### src/rtl/pmu_counter_access.sv
// pmu_counter_access
// Counter-clock-domain end of the PMU register path. Accepts 4-phase read and
// write handshakes from the noc_clk AXI-lite slave, synchronizes the request
// levels, decodes tile/register and performs one registered access on the bank.
//
// state     | meaning
// ----------+------------------------------------------------------------
// ST_IDLE   | waiting for a synced request; write wins if both are high
// ST_WRITE  | write strobe presented to the bank for this one cycle
// ST_READ   | bank read mux addressed; bank data sampled at end of cycle
// ST_ACK_WR | wr_ack_o held high until the synced write request drops
// ST_ACK_RD | rd_ack_o and rd_data_o held until the synced read request drops
module pmu_counter_access #(
    parameter int TILE_COUNT  = 1,
    parameter int NUM_REGS    = 24,
    parameter int ADDR_W      = 8,
    parameter int DATA_W      = 64,
    parameter int SYNC_STAGES = 2
) (
    input  logic                counter_clk,
    input  logic                rst,
    input  logic                rd_req_i,
    input  logic [ADDR_W-1:0]   rd_addr_i,
    output logic [DATA_W-1:0]   rd_data_o,
    output logic                rd_ack_o,
    input  logic                wr_req_i,
    input  logic [ADDR_W-1:0]   wr_addr_i,
    input  logic [DATA_W-1:0]   wr_data_i,
    output logic                wr_ack_o,
    output logic                err_o,
    output logic [ADDR_W-6:0]   bank_rd_tile_o,
    output logic [4:0]          bank_rd_reg_o,
    input  logic [DATA_W-1:0]   bank_rd_data_i,
    output logic                bank_wr_en_o,
    output logic                bank_wr_bcast_o,
    output logic [ADDR_W-6:0]   bank_wr_tile_o,
    output logic [4:0]          bank_wr_reg_o,
    output logic [DATA_W-1:0]   bank_wr_data_o
);

    localparam int TW = ADDR_W - 5;

    typedef enum logic [2:0] {
        ST_IDLE,
        ST_WRITE,
        ST_READ,
        ST_ACK_WR,
        ST_ACK_RD
    } state_t;

    state_t                 state_q, state_d;
    logic [SYNC_STAGES-1:0] rd_sync_q, rd_sync_d;
    logic [SYNC_STAGES-1:0] wr_sync_q, wr_sync_d;
    logic                   acc_ok_q, acc_ok_d;
    logic [DATA_W-1:0]      rd_data_q, rd_data_d;
    logic                   rd_ack_q, rd_ack_d;
    logic                   wr_ack_q, wr_ack_d;
    logic                   err_q, err_d;
    logic [TW-1:0]          bank_rd_tile_q, bank_rd_tile_d;
    logic [4:0]             bank_rd_reg_q, bank_rd_reg_d;
    logic                   bank_wr_en_q, bank_wr_en_d;
    logic                   bank_wr_bcast_q, bank_wr_bcast_d;
    logic [TW-1:0]          bank_wr_tile_q, bank_wr_tile_d;
    logic [4:0]             bank_wr_reg_q, bank_wr_reg_d;
    logic [DATA_W-1:0]      bank_wr_data_q, bank_wr_data_d;

    logic                   rd_sync, wr_sync;
    logic [TW-1:0]          rd_tile, wr_tile;
    logic [4:0]             rd_reg, wr_reg;
    logic                   rd_bcast, wr_bcast;
    logic                   rd_ok, wr_ok;

    assign rd_sync  = rd_sync_q[SYNC_STAGES-1];
    assign wr_sync  = wr_sync_q[SYNC_STAGES-1];

    // Address fields are only looked at once the synced request is seen, so
    // the requester has held them stable for several counter_clk cycles.
    assign rd_tile  = rd_addr_i[ADDR_W-1:5];
    assign rd_reg   = rd_addr_i[4:0];
    assign wr_tile  = wr_addr_i[ADDR_W-1:5];
    assign wr_reg   = wr_addr_i[4:0];
    assign rd_bcast = &rd_tile;
    assign wr_bcast = &wr_tile;
    assign rd_ok    = (int'(rd_reg) < NUM_REGS) && (rd_bcast || (int'(rd_tile) < TILE_COUNT));
    assign wr_ok    = (int'(wr_reg) < NUM_REGS) && (wr_bcast || (int'(wr_tile) < TILE_COUNT));

    // Next-state and next-output computation for the synchronizers and the FSM.
    always_comb begin
        rd_sync_d       = {rd_sync_q[SYNC_STAGES-2:0], rd_req_i};
        wr_sync_d       = {wr_sync_q[SYNC_STAGES-2:0], wr_req_i};
        state_d         = state_q;
        acc_ok_d        = acc_ok_q;
        rd_data_d       = rd_data_q;
        rd_ack_d        = rd_ack_q;
        wr_ack_d        = wr_ack_q;
        err_d           = 1'b0;
        bank_rd_tile_d  = bank_rd_tile_q;
        bank_rd_reg_d   = bank_rd_reg_q;
        bank_wr_en_d    = 1'b0;
        bank_wr_bcast_d = 1'b0;
        bank_wr_tile_d  = bank_wr_tile_q;
        bank_wr_reg_d   = bank_wr_reg_q;
        bank_wr_data_d  = bank_wr_data_q;

        case (state_q)
            ST_IDLE: begin
                if (wr_sync) begin
                    state_d         = ST_WRITE;
                    acc_ok_d        = wr_ok;
                    bank_wr_tile_d  = wr_tile;
                    bank_wr_reg_d   = wr_reg;
                    bank_wr_data_d  = wr_data_i;
                    bank_wr_en_d    = wr_ok;
                    bank_wr_bcast_d = wr_ok && wr_bcast;
                end else if (rd_sync) begin
                    state_d        = ST_READ;
                    acc_ok_d       = rd_ok;
                    // broadcast reads are served from tile 0
                    bank_rd_tile_d = rd_bcast ? '0 : rd_tile;
                    bank_rd_reg_d  = rd_reg;
                end
            end
            ST_WRITE: begin
                state_d  = ST_ACK_WR;
                wr_ack_d = 1'b1;
                err_d    = !acc_ok_q;
            end
            ST_READ: begin
                state_d   = ST_ACK_RD;
                rd_ack_d  = 1'b1;
                rd_data_d = acc_ok_q ? bank_rd_data_i : '0;
                err_d     = !acc_ok_q;
            end
            ST_ACK_WR: begin
                if (!wr_sync) begin
                    state_d  = ST_IDLE;
                    wr_ack_d = 1'b0;
                end
            end
            ST_ACK_RD: begin
                if (!rd_sync) begin
                    state_d  = ST_IDLE;
                    rd_ack_d = 1'b0;
                end
            end
            default: begin
                state_d  = ST_IDLE;
                rd_ack_d = 1'b0;
                wr_ack_d = 1'b0;
            end
        endcase
    end

    // State and output registers with synchronous active-low reset.
    always_ff @(posedge counter_clk) begin
        if (!rst) begin
            state_q         <= ST_IDLE;
            rd_sync_q       <= '0;
            wr_sync_q       <= '0;
            acc_ok_q        <= 1'b0;
            rd_data_q       <= '0;
            rd_ack_q        <= 1'b0;
            wr_ack_q        <= 1'b0;
            err_q           <= 1'b0;
            bank_rd_tile_q  <= '0;
            bank_rd_reg_q   <= '0;
            bank_wr_en_q    <= 1'b0;
            bank_wr_bcast_q <= 1'b0;
            bank_wr_tile_q  <= '0;
            bank_wr_reg_q   <= '0;
            bank_wr_data_q  <= '0;
        end else begin
            state_q         <= state_d;
            rd_sync_q       <= rd_sync_d;
            wr_sync_q       <= wr_sync_d;
            acc_ok_q        <= acc_ok_d;
            rd_data_q       <= rd_data_d;
            rd_ack_q        <= rd_ack_d;
            wr_ack_q        <= wr_ack_d;
            err_q           <= err_d;
            bank_rd_tile_q  <= bank_rd_tile_d;
            bank_rd_reg_q   <= bank_rd_reg_d;
            bank_wr_en_q    <= bank_wr_en_d;
            bank_wr_bcast_q <= bank_wr_bcast_d;
            bank_wr_tile_q  <= bank_wr_tile_d;
            bank_wr_reg_q   <= bank_wr_reg_d;
            bank_wr_data_q  <= bank_wr_data_d;
        end
    end

    assign rd_data_o       = rd_data_q;
    assign rd_ack_o        = rd_ack_q;
    assign wr_ack_o        = wr_ack_q;
    assign err_o           = err_q;
    assign bank_rd_tile_o  = bank_rd_tile_q;
    assign bank_rd_reg_o   = bank_rd_reg_q;
    assign bank_wr_en_o    = bank_wr_en_q;
    assign bank_wr_bcast_o = bank_wr_bcast_q;
    assign bank_wr_tile_o  = bank_wr_tile_q;
    assign bank_wr_reg_o   = bank_wr_reg_q;
    assign bank_wr_data_o  = bank_wr_data_q;

endmodule
### config.mk
export PLATFORM = sky130hd
export DESIGN_NAME = pmu_counter_access
export DESIGN_NICKNAME = d
export VERILOG_FILES = /design/src/rtl/pmu_counter_access.sv
export SDC_FILE = /design/constraint.sdc
export NUM_CORES = 1
export LEC_CHECK = 0
export ABC_AREA = 1
export BUFFER_PORTS_ARGS = -buffer_cell sky130_fd_sc_hd__buf_2
export CORE_UTILIZATION = 45
export DETAILED_ROUTE_END_ITERATION = 10
export GPL_TIMING_DRIVEN = 0
export PLACE_DENSITY = 0.8
export SYNTH_ARGS = -nofsm -noshare
export SYNTH_HDL_FRONTEND = slang
export SYNTH_SLANG_ARGS = --single-unit
### constraint.sdc
create_clock -name counter_clk -period 1.6 [get_ports counter_clk]
set_input_delay 0.16 -clock counter_clk [delete_from_list [all_inputs] [get_ports counter_clk]]
set_output_delay 0.16 -clock counter_clk [all_outputs]
set_load 0.1 [all_outputs]
# Yosys cells after proc, flatten, opt, wreduce, memory -nomap -nowiden
# Index checks and enable logic that the tools add are counted.
[word_totals]
reg_bits = 157
in_bits = 148
out_inout_bits = 149
word_cells = 63
[classes]
bitwise = 3
eq_ne = 7
reduce_logical = 21
n_mux = 13
magnitude_cmp = 4
[op_table]
columns = ["operator", "n"]
rows = [
  ["64-bit 2-to-1 mux", 1],
  ["3-bit 2-to-1 mux", 5],
  ["3-bit case mux with 5 select lines", 1],
  ["3-bit AND reduction", 5],
  ["5-bit < comparator, second input constant", 2],
  ["2-bit AND reduction", 5],
  ["3-bit by 2-bit equality test with 1-bit output, second input constant", 2],
  ["3-bit by 1-bit < comparator with 1-bit output, second input constant", 2],
  ["1-bit case mux with 3 select lines", 2],
  ["3-bit OR reduction", 2],
  ["1-bit 2-to-1 mux", 4],
  ["2-bit != test, second input constant", 2],
  ["3-bit by 1-bit equality test with 1-bit output, second input constant", 1],
  ["3-bit equality test, second input constant", 1],
  ["1-bit logical AND", 3],
  ["3-bit zero test", 1],
  ["3-bit != test, second input constant", 1],
  ["1-bit NOT", 3],
  ["1-bit logical OR", 2],
  ["2-bit nonzero test", 1],
  ["2-bit OR reduction", 1],
  ["1-bit zero test", 1],
]

# Logic depth before layout (Yosys ltp)
[logic_depth]
word_depth = 5
ltp_mapped = 8
ltp_nobuf = 7

# Worst setup path before layout
# No wires, ideal clock.
[synth_path]
path_kind = "register to register"
start = "reg wr_ack_o (netlist name)"
end = "reg wr_ack_q (netlist: wr_ack_o)"
stages_incl_launch_ff = 3
path_slack_ns = 0.259
t_arrival_ns = 1.266
n_path_buf = 0
synth_period_minus_slack_ns = 1.341
path_cell_list = "dfxtp_1 -> o21ai_0 -> a31oi_1"
[synth_rtl]
columns = ["element", "line", "text"]
rows = [
  ["to (signal assigned)", "179", "wr_ack_q <= wr_ack_d;"],
  ["to (decl)", "57", "logic wr_ack_q, wr_ack_d;"],
]

# Final worst setup path
[layout_path]
start = "reg state_q[1]"
end = "reg bank_wr_data_q[55] (netlist: bank_wr_data_o[55])"
[layout_between]
elab_chain_cells = 2
[layout_rtl]
columns = ["element", "line", "text"]
rows = [
  ["from (decl)", "51", "state_t state_q, state_d;"],
  ["from (signal assigned)", "173", "state_q <= state_d;"],
  ["3-bit zero test", "105", "case (state_q)"],
  ["2-bit AND reduction (no source line)", "--", ""],
  ["to (signal assigned)", "187", "bank_wr_data_q <= bank_wr_data_d;"],
  ["to (decl)", "65", "logic [DATA_W-1:0] bank_wr_data_q, bank_wr_data_d;"],
]
# Every way passes these cells.
# A chain may end at the register's enable or synchronous reset.

==> impl_summary.log <==
INFO  metric leakagePower = 0.00411 uW
INFO  metric internal_power = between 7000 and 8000 uW
INFO  metric power.share.clock = roughly 36%
INFO  metric timing.critical_path.cells = nor2_2 -> nand2_4 -> inv_4 -> nand2_2 -> buf_6 -> buf_6 -> nand2_1 -> a21oi_1
INFO  metric wl_per_cell = ~16 microns
INFO  metric syn_avg_cell_area = approximately 8.0 sq um
INFO  metric yosysWarningCount = 0
INFO  metric route.detailed.drc = 0
INFO  metric power_frac_comb = about 29%
INFO  metric critical_path.endpoint_type = flop
INFO  metric grt_first_pass_wirelength = ~31,000 microns
INFO  metric pin_count = between 200 and 300
INFO  metric height_of_the_die = between 100 and 150 microns
INFO  metric grt_max_degree = 17
INFO  metric drive_above_1_share = between 30% and 40%
INFO  metric cts_tree = yes
INFO  metric post_synth_fa_ha_maj_area_fraction = 0%
INFO  metric gr-usage-all-layers = 30.8%
INFO  metric post_synth_instance_area = around 5800 sq um
INFO  metric p_seq_share = a little over a third
INFO  metric insertion_delay = between 400 and 500 ps
INFO  metric master_cell_of_the_clock_root_buffer = sky130_fd_sc_hd__clkbuf_16
INFO  metric dieArea = between 10,000 and 15,000 sq um
INFO  metric antenna_violations_before_repair = 1
INFO  metric minimum_clock_period_after_layout = between 1500 and 2000 ps
INFO  metric clk_pin_slew_worst_paths = 60 ps
INFO  metric yosys.area_share.xor_xnor = 0%
INFO  metric cts.path.max_buffers = 2
INFO  metric synth_seq_area_share = 54.5%
INFO  metric r2r_slack = 90 ps
INFO  metric site_rows = 40
INFO  metric critical_path_buf_inv_count = 3
INFO  metric htree_levels = 4
INFO  metric dpl.hpwl = 13,100 microns
INFO  metric detail_route.wirelength = just over 20,000 microns
INFO  metric worst_ep_arrival_time = around 1800 ps
INFO  metric hold_viol = 0
INFO  metric total_count_of_max_transition_violations_in_the_final_report = 0
INFO  metric crit_path_start_kind = flop
INFO  metric timing_worst_slew_pin_value = between 600 and 700 ps
INFO  metric worstHoldPathType = in2reg
INFO  metric area_growth_syn_to_layout = 57.0%
INFO  metric drv_cap = 0
INFO  metric worst_path_largest_cell_delay = 360 ps
INFO  metric crit_family = simple AND/OR/NAND/NOR gates
INFO  metric fp.coreArea = roughly 12,000 sq um
INFO  metric fin_skew = around 5.4 ps
INFO  metric nets = roughly 1.3k
INFO  metric synth-seq-cells = around 160
INFO  metric detailedPlace.worstSlack = -40.9 ps
INFO  metric power-per-cell-area = about 1300 nW/um^2
INFO  metric crit_path_max_fanout = 10
INFO  metric achievable_frequency = between 0.6 and 0.7 GHz
INFO  metric routabilityCongestion = 0.816
INFO  metric slowest_stage = sky130_fd_sc_hd__dfxtp_1
INFO  metric period_share = around 94%
INFO  metric setup_ws = 94.6 ps
INFO  metric switching_power = 4400 uW
INFO  metric status = finished, final reports clean
INFO  metric tritoncts.num_buffers = 17
INFO  metric gr-total-overflow = 0
INFO  metric initial_utilization = a little under half
INFO  metric grt_pass1_vias = about 6.5k
INFO  metric worstSetupPathType = reg2reg
INFO  metric unrepaired_setup_endpoints_after_global_routing = no
INFO  metric data_required_time_of_the_worst_path = approximately 1900 ps
INFO  metric worst_path_most_repeated_cell = sky130_fd_sc_hd__buf_6
INFO  metric slew-limit-headroom = 58.1%
INFO  metric dr_total_vias = 6,779
INFO  metric setup_viol = 0
INFO  metric post_synth_and_or_nand_nor_area_fraction = between 20% and 30%
INFO  metric peakVddDrop = between 0.001 and 0.0015 V
INFO  metric ys_types = 24
INFO  metric initialDrtViolationCount = 489
INFO  metric synth-compound-area-share = 13.5%
INFO  metric timing.setup.tns = 0 ps
INFO  metric port_buffers = roughly 300
INFO  metric switching_share = 36.7%
INFO  metric synth_mux_area_share = 0%
INFO  metric most_common_library_cell_in_the_layout_ignoring_fill_and_taps = sky130_fd_sc_hd__buf_2
INFO  metric antenna_violating_nets_post_route = 0
INFO  metric syn-num-nets = roughly 870
INFO  metric detail_route.first_pass.iterations = 5
INFO  metric final_cell_mix = sky130_fd_sc_hd__buf_2 (323), sky130_fd_sc_hd__nand2_1 (157), sky130_fd_sc_hd__dfxtp_1 (157)
INFO  metric dominant_combinational_cell_family_by_area_after_synthesis = simple AND/OR/NAND/NOR gates
INFO  metric postSynthCellCount = around 720
INFO  metric die_width = approximately 120 microns
INFO  metric cts.sinks = around 160
INFO  metric via_density_per_instance = about 5.2
[state kept, by name (all words and copies together) (netlist names)]
signal and flops:
bank_wr_reg_o 5, acc_ok_q 1, rd_data_o 64, bank_rd_reg_o 5, bank_wr_bcast_o 1, wr_sync_q 2, err_o 1, state_q 3
bank_wr_tile_o 3, bank_rd_tile_o 3, wr_ack_o 1, bank_wr_data_o 64, rd_ack_o 1, rd_sync_q 2, bank_wr_en_o 1
[power by group through the flow]
stage / combinational (uW) / clock (uW) / sequential (uW)
5_1_grt: 3680 / 4510 / 4250
2_1_floorplan: 1190 / 0 / 5580
3_3_place_gp: 3220 / 0 / 4300
3_5_place_dp: 3240 / 0 / 4310
4_1_cts: 3440 / 4330 / 4230
6_report: 3490 / 4280 / 4230
[worst reg2reg max path: stages (launching register included)]
cell,delay [ps]
sky130_fd_sc_hd__dfxtp_1,360
sky130_fd_sc_hd__nor2_2,200
sky130_fd_sc_hd__nand2_4,110
sky130_fd_sc_hd__inv_4,150
sky130_fd_sc_hd__nand2_2,90
sky130_fd_sc_hd__buf_6,160
sky130_fd_sc_hd__buf_6,150
sky130_fd_sc_hd__nand2_1,90
sky130_fd_sc_hd__a21oi_1,70
[cell usage after synthesis]
cell type | instances | area (sq um)
sky130_fd_sc_hd__dfxtp_1 | 157 | 3140
sky130_fd_sc_hd__nand2_1 | 157 | 589
sky130_fd_sc_hd__nand3_1 | 147 | 736
sky130_fd_sc_hd__a21oi_1 | 143 | 716
sky130_fd_sc_hd__buf_2 | 27 | 135
sky130_fd_sc_hd__clkbuf_1 | 22 | 82.6
sky130_fd_sc_hd__inv_1 | 16 | 60.1
sky130_fd_sc_hd__nor2_1 | 15 | 56.3
sky130_fd_sc_hd__o21ai_0 | 10 | 50.1
sky130_fd_sc_hd__buf_6 | 6 | 67.6
sky130_fd_sc_hd__buf_1 | 4 | 15.0
sky130_fd_sc_hd__inv_2 | 3 | 11.3
sky130_fd_sc_hd__nor3_1 | 3 | 15.0
sky130_fd_sc_hd__a31oi_1 | 1 | 6.26
sky130_fd_sc_hd__buf_4 | 1 | 7.51
sky130_fd_sc_hd__inv_4 | 1 | 6.26
sky130_fd_sc_hd__nand2_2 | 1 | 6.26
sky130_fd_sc_hd__nand2_4 | 1 | 11.3
sky130_fd_sc_hd__nand3_2 | 1 | 10.0
sky130_fd_sc_hd__nand4_1 | 1 | 6.26
sky130_fd_sc_hd__nor2_2 | 1 | 6.26
sky130_fd_sc_hd__nor2_4 | 1 | 11.3
sky130_fd_sc_hd__nor4_1 | 1 | 6.26
sky130_fd_sc_hd__o21a_1 | 1 | 7.51
[layout make-up]
type / count / area [sq um]
repair buffers: 391 / 2430
flip-flops and latches: 157 / 3140
fillers: 860 / 3220
inverters: 20 / 77.6
well taps: 168 / 210
clock inverters: 14 / 193
diodes: 2 / 5.00
multi-input cells: 484 / 2230
plain buffers: 60 / 313
clock buffers: 18 / 439
[stage by stage]
step / util [%] / area, sq um / instances / power, uW / hold slack, ps
floorplan: - / 5760 / 721 / 6770 / 258
global placement: 60.8 / 7450 / 1185 / 7520 / 358
detailed placement: 60.8 / 7450 / 1185 / 7550 / 362
CTS: 73.5 / 9020 / 1310 / 12000 / 0.126
global route: 73.8 / 9040 / 1313 / 12400 / 0.682
finish: 73.8 / 9050 / 1314 / 12000 / 13.4
[metal layers]
layer  track usage [%]  share of wire, %  wire length, microns
met4              17.2               4.4                   916
met5                 0                 0                     0
met1              31.5                37                  7630
met3              12.3               9.2                  1920
met2              53.8                50                 10300
[logic make-up after synthesis]
family          count (synthesis)
buf+inv                        80
compound gates                155
flops                         157
simple gates                  329
[final timing paths]
check	startpoint	depth (start not counted)	end
hold reg to reg	rd_sync_q[0]	2	rd_sync_q[1]
setup / recovery	state_q[1]	8	bank_wr_data_o[55]
hold / removal	bank_rd_data_i[37]	3	rd_data_o[37]
setup reg to reg	state_q[1]	8	bank_wr_data_o[55]
[timing repair]
item / CTS / global route
hold buffers: 93 / 2
hold endpoints to repair: 93 / 2
resized for setup: 0 / 5
setup buffers: 0 / 0
endpoints found under the setup margin: 0 / 38
Power figures use the tool's default switching activity.
